--- src/rtl/pc_redirect_ctrl.sv ---
// PC redirect controller: 2-bit-counter branch predictor with target table,
// mispredict recovery with a pending redirect held across pipeline stalls.
module pc_redirect_ctrl #(
  parameter int WIDTH    = 32,
  parameter int IDX_BITS = 4
) (
  input  logic             clk,
  input  logic             reset_n,
  input  logic [WIDTH-1:0] fetch_pc,
  input  logic             stall_dec,
  input  logic             stall_mem,
  input  logic             ex_valid,
  input  logic [WIDTH-1:0] ex_pc,
  input  logic [WIDTH-1:0] ex_target,
  input  logic             ex_taken,
  input  logic             ex_pred_taken,
  input  logic [WIDTH-1:0] ex_pred_target,
  output logic             pc_stall,
  output logic             pc_predict,
  output logic [WIDTH-1:0] pc_pred_target,
  output logic             pc_redirect_valid,
  output logic [WIDTH-1:0] pc_redirect_target,
  output logic             flush_if,
  output logic             flush_id
);

  localparam int ENTRIES = 2 ** IDX_BITS;

  typedef enum logic {IDLE, PENDING} state_t;

  state_t               state_reg, state_next;
  logic [WIDTH-1:0]     pend_reg, pend_next;
  logic                 valid_reg [ENTRIES];
  logic [1:0]           ctr_reg   [ENTRIES];
  logic [WIDTH-1:0]     tgt_reg   [ENTRIES];

  logic [IDX_BITS-1:0]  idx_f, idx_e;
  logic                 hit;
  logic                 mispredict;
  logic [WIDTH-1:0]     recovery;
  logic                 redirect_raw;
  logic                 unused_bits;

  assign idx_f       = fetch_pc[IDX_BITS+1:2];
  assign idx_e       = ex_pc[IDX_BITS+1:2];
  assign unused_bits = ^{fetch_pc[WIDTH-1:IDX_BITS+2], fetch_pc[1:0]};

  assign pc_stall = stall_dec | stall_mem;

  // Lookup reads the registered table, so a same-cycle update is not visible yet.
  assign hit            = valid_reg[idx_f] & ctr_reg[idx_f][1];
  assign pc_pred_target = tgt_reg[idx_f];

  assign mispredict = ex_valid & ((ex_taken != ex_pred_taken) |
                      (ex_taken & ex_pred_taken & (ex_target != ex_pred_target)));
  assign recovery   = ex_taken ? ex_target : ex_pc + WIDTH'(4);

  genvar gi;
  generate
    for (gi = 0; gi < ENTRIES; gi++) begin : g_entry
      always_ff @(posedge clk or negedge reset_n) begin
        if (!reset_n) begin
          valid_reg[gi] <= 1'b0;
          ctr_reg[gi]   <= 2'b01;
          tgt_reg[gi]   <= '0;
        end else if (ex_valid && (idx_e == IDX_BITS'(gi))) begin
          valid_reg[gi] <= 1'b1;
          if (ex_taken) begin
            tgt_reg[gi] <= ex_target;
            if (ctr_reg[gi] != 2'b11) ctr_reg[gi] <= ctr_reg[gi] + 2'b01;
          end else if (ctr_reg[gi] != 2'b00) begin
            ctr_reg[gi] <= ctr_reg[gi] - 2'b01;
          end
        end
      end
    end
  endgenerate

  always_ff @(posedge clk or negedge reset_n) begin
    if (!reset_n) begin
      state_reg <= IDLE;
      pend_reg  <= '0;
    end else begin
      state_reg <= state_next;
      pend_reg  <= pend_next;
    end
  end

  // In PENDING further mispredicts are ignored: the oldest redirect wins.
  always_comb begin
    state_next         = state_reg;
    pend_next          = pend_reg;
    redirect_raw       = 1'b0;
    pc_redirect_target = '0;
    case (state_reg)
      IDLE: begin
        if (mispredict && reset_n) begin
          redirect_raw       = 1'b1;
          pc_redirect_target = recovery;
          if (pc_stall) begin
            pend_next  = recovery;
            state_next = PENDING;
          end
        end
      end
      PENDING: begin
        redirect_raw       = 1'b1;
        pc_redirect_target = pend_reg;
        if (!pc_stall) state_next = IDLE;
      end
      default: state_next = IDLE;
    endcase
  end

  // Gating by reset_n keeps the in-reset outputs quiet even with live ex inputs.
  assign pc_redirect_valid = redirect_raw & reset_n;
  assign pc_predict        = hit & ~pc_redirect_valid;
  assign flush_if          = pc_redirect_valid & ~pc_stall;
  assign flush_id          = pc_redirect_valid & ~pc_stall;

endmodule

--- config.mk ---
export PLATFORM = sky130hd
export DESIGN_NAME = pc_redirect_ctrl
export DESIGN_NICKNAME = d
export VERILOG_FILES = /design/src/rtl/pc_redirect_ctrl.sv
export SDC_FILE = /design/constraint.sdc
export NUM_CORES = 1
export LEC_CHECK = 0
export ABC_AREA = 1
export CAP_MARGIN = 20
export CORE_UTILIZATION = 41
export DETAILED_ROUTE_END_ITERATION = 7
export GPL_ROUTABILITY_DRIVEN = 0
export PLACE_DENSITY_LB_ADDON = 0.15
export SYNTH_ARGS = -nofsm -noshare
export SYNTH_HDL_FRONTEND = slang
export SYNTH_SLANG_ARGS = --single-unit
--- constraint.sdc ---
create_clock -name clk -period 2 [get_ports clk]
set_clock_uncertainty 0.15 [all_clocks]
set_input_delay 0.4 -clock clk [delete_from_list [all_inputs] [get_ports clk]]
set_output_delay 0.4 -clock clk [all_outputs]
set_load 0.02 [all_outputs]
==> results of run 1 <==
stage by stage:
step	setup TNS, ns	worst slack (ns)	hold slack (ns)	std cells	util
6_report	-23.24	-0.5367	0.1010	4783	0.5825
2_1_floorplan	-0.5929	-0.1423	-0.04559	3387	-
4_1_cts	-134.44	-0.5697	0.08238	4740	0.5628
5_1_grt	-27.32	-0.5863	0.1146	4783	0.5825
3_3_place_gp	-479.25	-1.513	0.3006	4533	0.5004
3_5_place_dp	-513.56	-1.529	0.3070	4533	0.5004
layout by cell type (no fill, tap or decap), types with 26 or more instances in the layout:
cell | synthesis | layout
o21ai_2 | 0 | 80
nand2_2 | 3 | 92
o22ai_1 | 34 | 31
clkbuf_16 | 0 | 81
o21ai_1 | 38 | 145
o21ai_0 | 830 | 617
nor2_1 | 362 | 308
buf_12 | 0 | 85
inv_1 | 88 | 80
nand2_1 | 824 | 727
o221ai_2 | 0 | 29
buf_6 | 3 | 127
nor2_2 | 4 | 42
buf_4 | 5 | 325
nand3_1 | 85 | 77
buf_2 | 68 | 59
o21ai_4 | 0 | 26
o221ai_1 | 110 | 81
dfrtp_1 | 577 | 577
per-layer routing:
metal	up-vias	part of all wire
met2	1269	0.47
li1	12380	-
met5	-	0
met3	207	0.078
met4	0	0.035
met1	13360	0.42
kinds of logic after synthesis:
group	after synthesis
AND/OR/NAND/NOR	1314
AO/OA/AOI/OAI	1059
flip-flops	593
buffers and inverters	379
XOR/XNOR	37
adder cells (fa/ha/maj)	5
critical path: stages:
cell and delay, ns:
clkdlybuf4s50_1 0.48, nand2_1 0.09, clkinvlp_4 0.16, nand3_4 0.12
buf_4 0.15, buf_6 0.12, buf_8 0.13, o21ai_4 0.18
buf_6 0.14
timing repair:
action / CTS / global route
pin swaps: 240 / 185
endpoints found under the setup margin: 404 / 508
hold buffers: 1 / 0
setup buffers: 63 / 36
resized for setup: 1075 / 282
endpoints found under the hold margin: 105 / 0
cloned: 22 / 14
area by class of cell:
type / instances / area (sq um) / area share
timing repair inverter: 1 / 20.02 / 0.0005118
clock inverter: 21 / 341.6 / 0.008732
multi-input combinational: 2415 / 13020 / 0.3328
timing repair buffer: 676 / 7360 / 0.1881
clock buffer: 101 / 1987 / 0.05079
tap: 873 / 1092 / 0.02792
sequential: 593 / 14860 / 0.3799
inverter: 103 / 440.4 / 0.01126
power by group through the flow:
stage,Combinational (W),Clock (W),Sequential (W)
2_1_floorplan,0.00392,0,0.0156
3_5_place_dp,0.00672,0,0.0158
3_3_place_gp,0.00652,0,0.0158
5_1_grt,0.00868,0.0137,0.0161
6_report,0.00783,0.0130,0.0159
4_1_cts,0.00735,0.0132,0.0157
worst paths after layout:
kind,from,end,slack (ns)
worst max-delay path,ex_valid,pc_redirect_target[13],-0.54
worst min-delay path,ex_target[16],pend_reg[16]$_DFFE_PN0P_,0.10
worst max register to register,state_reg$_DFF_PN0_,pend_reg[6]$_DFFE_PN0P_,0.23
worst min register to register,valid_reg[15]$_DFFE_PN0P_,valid_reg[15]$_DFFE_PN0P_,0.32
max in group asynchronous,reset_n,tgt_reg[17]$_DFFE_PN0P_,0.11
min in group asynchronous,reset_n,tgt_reg[231]$_DFFE_PN0P_,0.23
==> run_results.csv, run 1 <==
group,metric,value,unit
yosys,synth.yosys.seq_area_share,0.5344,
yosys,synth-warning-count,0,
clock_tree,cts.sinks,593,
yosys,synthFlopType,"dfrtp_1",
timing,worst-slew-pin-transition,0.8461,ns
yosys,synth.mux.area_fraction,0,
power,comb_power_share,0.213,
placement,io_buffers,175,
detailed_routing,vias,27210,
die,rows,95,
power,p_per_area,938.6,mW/mm^2
worst_setup_path,crit_arrival,1.99,ns
yosys,synthAdderAreaFrac,0.002250,
yosys,yosys.area_share.simple,0.1860,
yosys,synth_compound_area_frac,0.2099,
global_routing,globalRouteMet2Util,0.4682,
final_layout,area_growth,40.67,%
detailed_routing,wl_per_cell,21.51,microns
yosys,synth-xor-area-share,0.01165,
job,maxCapViolCount,0,
clock_tree,cts_buffers,67,
final_layout,fillers,5610,
timing,fin_ws,-0.5367,ns
detailed_routing,antenna_left,0,
power,pwr-share-clk,0.355,
worst_setup_path,end_kind,"output pin",
placement,dpl.hpwl,61700,microns
detailed_routing,drc,0,
die,dieHeight,262.4,microns
final_layout,finalInstanceArea,0.03912,sq mm
worst_setup_path,critPathKind,"in -> out",
min_path,holdPathStages,4,
global_routing,grt_pass1_vias,26550,
clock_tree,cts.path.max_buffers,3,
yosys,synth.most_common_cell,"o21ai_0",
power,swShare,0.2916,
yosys,synth_seq_cells,593,
yosys,syn_area,0.02781,sq mm
clock_tree,cts_tree,"done",
power,p_switching,0.01071,W
placement,dpl_cell_area,0.03360,sq mm
die,ios,204,
die,die_w,262.4,microns
clock_tree,clock_latency,0.62,ns
power,power.total,0.03672,W
yosys,synthTopCellsByCount,"o21ai_0 (830), nand2_1 (824), dfrtp_1 (577)",
yosys,synth_top_area_cell,"dfrtp_1",
clock_tree,h-tree-depth,3,
global_routing,grt.overflow.total,0,
die,die_area,0.06887,sq mm
detailed_routing,first_iter_violations,2763,
timing,post-route-period-util,1.268,
timing,maxSlewHeadroom,0.4360,
detailed_routing,dr.pass1.iters,8,
final_layout,layout-drive-gt1-share,0.2985,
final_layout,largest_reg_flops,512,
clock_tree,root_buffer,"clkbuf_16",
run_status,violations,"setup timing",
yosys,synth_cell_types,39,
yosys,async_reset_ff_frac,1.000,
global_routing,grt_pass1_wl,157000,microns
timing,fmax,0.3942,GHz
global_routing,grt_usage,0.2940,
yosys,synth_area_leaders,"dfrtp_1 (52%), o21ai_0 (15%), nand2_1 (11%)",
global_routing,antenna_found_initial,0,
power,internal-power,0.02601,W
yosys,syn-num-nets,3527,
timing,hold_viol,0,
power,p_seq_frac,0.432,
clock_tree,path_clk_slew,0.05,ns
yosys,synth-edff-count,0,
worst_setup_path,required,1.45,ns
final_layout,diodes,0,
power,ir_drop,0.5516,mV
run_status,status,"finished with violations",
final_layout,final_nets,3997,
global_routing,grtUsageMet3,0.04713,
detailed_routing,routed_wl,102900,microns
global_routing,busiest_layer,"met2",
timing,setup_viol,68,
die,core,0.06716,sq mm
timing,rsz0062_at_grt,"yes",
yosys,synth_top_family_by_area,"compound AO/OA/AOI/OAI gates",
timing,slew_violations,0,
timing,fin_crit,2.537,ns
yosys,syn_avg_cell_area,8.210,sq um
die,start_util,0.4141,
worst_setup_path,r2r_cells,6,
worst_setup_path,startpoint_type,"input port",
min_path,min_path_type,"in -> reg",
yosys,netlist_instances,3387,
global_routing,use_met1,0.4005,
power,p_leak,17.92,nW
global_routing,grt_max_degree,181,
worst_setup_path,cp_max_fo,5,
detailed_routing,viasPerCell,5.689,
yosys,synth.top_cell.area_share,0.5192,
Note: power is estimated with default switching activity, not from simulation.
==> run 2: changes to the inputs <==
--- a/config.mk
+++ b/config.mk
@@ -7,7 +7,7 @@
 export LEC_CHECK = 0
 export ABC_AREA = 1
 export CAP_MARGIN = 20
-export CORE_UTILIZATION = 41
+export CORE_UTILIZATION = 45
 export DETAILED_ROUTE_END_ITERATION = 7
 export GPL_ROUTABILITY_DRIVEN = 0
 export PLACE_DENSITY_LB_ADDON = 0.15
==> run_results.csv, run 2 (synthesis results as in run 1) <==
group,metric,value,unit
run_status,status,"finished with violations",
run_status,violations,"setup timing",
global_routing,grt_pass1_wl,149800,microns
timing,rsz0062_at_grt,"yes",
final_layout,largest_reg_flops,512,
timing,hold_viol,0,
clock_tree,cts_tree,"done",
timing,slew_violations,0,
worst_setup_path,required,1.45,ns
timing,setup-tns-final,-25.86,ns
min_path,min_path_type,"in -> reg",
clock_tree,root_buffer,"clkbuf_16",
worst_setup_path,critPathKind,"in -> out",
power,power.total,0.03561,W
clock_tree,cts.path.max_buffers,3,
die,ios,204,
placement,dpl.hpwl,61560,microns
die,die_area,0.06279,sq mm
global_routing,grt.overflow.total,0,
worst_setup_path,reg2reg_slack,0.35,ns
power,ir_drop,0.6035,mV
clock_tree,path_clk_slew,0.06,ns
final_layout,fillers,5016,
clock_tree,h-tree-depth,3,
global_routing,grt_pass1_vias,25900,
power,p_per_area,938.8,mW/mm^2
global_routing,grt_max_degree,189,
final_layout,layout-drive-gt1-share,0.2833,
detailed_routing,first_iter_violations,2672,
timing,fin_ws,-0.5487,ns
timing,maxSlewHeadroom,0.5569,
detailed_routing,drc,0,
timing,setup_viol,68,
die,start_util,0.4582,
detailed_routing,routed_wl,99510,microns
timing,fmax,0.3924,GHz
placement,dpl_cell_area,0.03328,sq mm
die,dieHeight,250.6,microns
final_layout,final_nets,3902,
placement,io_buffers,175,
power,p_leak,17.24,nW
worst_setup_path,startpoint_type,"input port",
final_layout,final_util,0.6249,
worst_setup_path,cp_max_fo,7,
detailed_routing,vias,26790,
detailed_routing,wl_per_cell,21.66,microns
timing,fin_hold_ws,0.1072,ns
timing,worst-slew-pin-transition,0.6576,ns
global_routing,antenna_found_initial,0,
final_layout,finalInstanceArea,0.03793,sq mm
timing,post-route-period-util,1.274,
final_layout,layout_commonest_cell,"nand2_1",
die,rows,90,
worst_setup_path,crit_arrival,2.00,ns
clock_tree,clock_latency,0.60,ns
detailed_routing,viasPerCell,5.830,
clock_tree,cts_buffers,66,
die,die_w,250.6,microns
final_layout,layout_common_cells,"nand2_1 (736), o21ai_0 (612), dfrtp_1 (577)",
detailed_routing,antenna_left,0,
global_routing,grt_usage,0.3084,
detailed_routing,dr.pass1.iters,6,
clock_tree,cts.sinks,593,
timing,fin_crit,2.549,ns
die,core,0.06070,sq mm
final_layout,area_growth,36.41,%
job,maxCapViolCount,0,
worst_setup_path,end_kind,"output pin",
-- run 2: where the power goes --
part,internal [W],switching [W],total [W]
Sequential,0.0145,0.00147,0.0159
Clock,0.00713,0.00502,0.0122
Combinational,0.00337,0.00416,0.00754
-- run 2: cell type report --
type,instances,area [sq um],share of cell area
inverters,103,432.9,0.01141
multi-input cells,2415,13190,0.3477
repair buffers,582,6309,0.1663
clock buffers,96,1937,0.05106
clock inverters,22,214.0,0.005641
well taps,782,978.4,0.02579
flip-flops and latches,593,14860,0.3917
repair inverters,1,8.758,0.0002309
diodes,1,2.502,0.00006597
-- run 2: critical path, stage by stage --
cell	delay [ns]
buf_4	0.13
xnor2_1	0.14
nand2_1	0.11
nor2_4	0.13
nand2_2	0.07
nor2_4	0.21
nand2_2	0.08
nand2_2	0.07
nand2_4	0.06
nand3_4	0.19
buf_12	0.19
o21ai_4	0.06
buf_6	0.14
-- run 2: path summary, 6_finish.rpt --
| path | endpoint | start | cells past startpoint |
|---|---|---|---|
| max reg2reg | pend_reg[19]$_DFFE_PN0P_ | state_reg$_DFF_PN0_ | 6 |
| max in group asynchronous | tgt_reg[9]$_DFFE_PN0P_ | reset_n | 5 |
| max | pc_redirect_target[15] | ex_target[12] | 13 |
| min in group asynchronous | valid_reg[2]$_DFFE_PN0P_ | reset_n | 3 |
| min reg2reg | valid_reg[13]$_DFFE_PN0P_ | valid_reg[13]$_DFFE_PN0P_ | 1 |
| min | pend_reg[20]$_DFFE_PN0P_ | ex_target[20] | 4 |
-- run 2: stage by stage --
step | worst slack, ns | instances
after floorplan | -0.1423 | 3387
after global placement | -1.825 | 4412
after detailed placement | -1.788 | 4412
after CTS | -0.5270 | 4563
after global routing | -0.5994 | 4594
final | -0.5487 | 4595
-- run 2: what timing repair did --
action | CTS | global route
gates cloned | 11 | 18
hold buffers | 1 | 0
pin swaps | 197 | 242
hold endpoints to repair | 15 | 0
resized for setup | 902 | 400
buffers inserted | 23 | 16
endpoints found under the setup margin | 244 | 402
-- run 2: per-layer routing --
| metal | part of all wire | GRT usage |
|---|---|---|
| met1 | 0.42 | 0.4152 |
| met2 | 0.46 | 0.4884 |
| met5 | 0 | 0 |
| met4 | 0.044 | 0.1464 |
| met3 | 0.077 | 0.04874 |
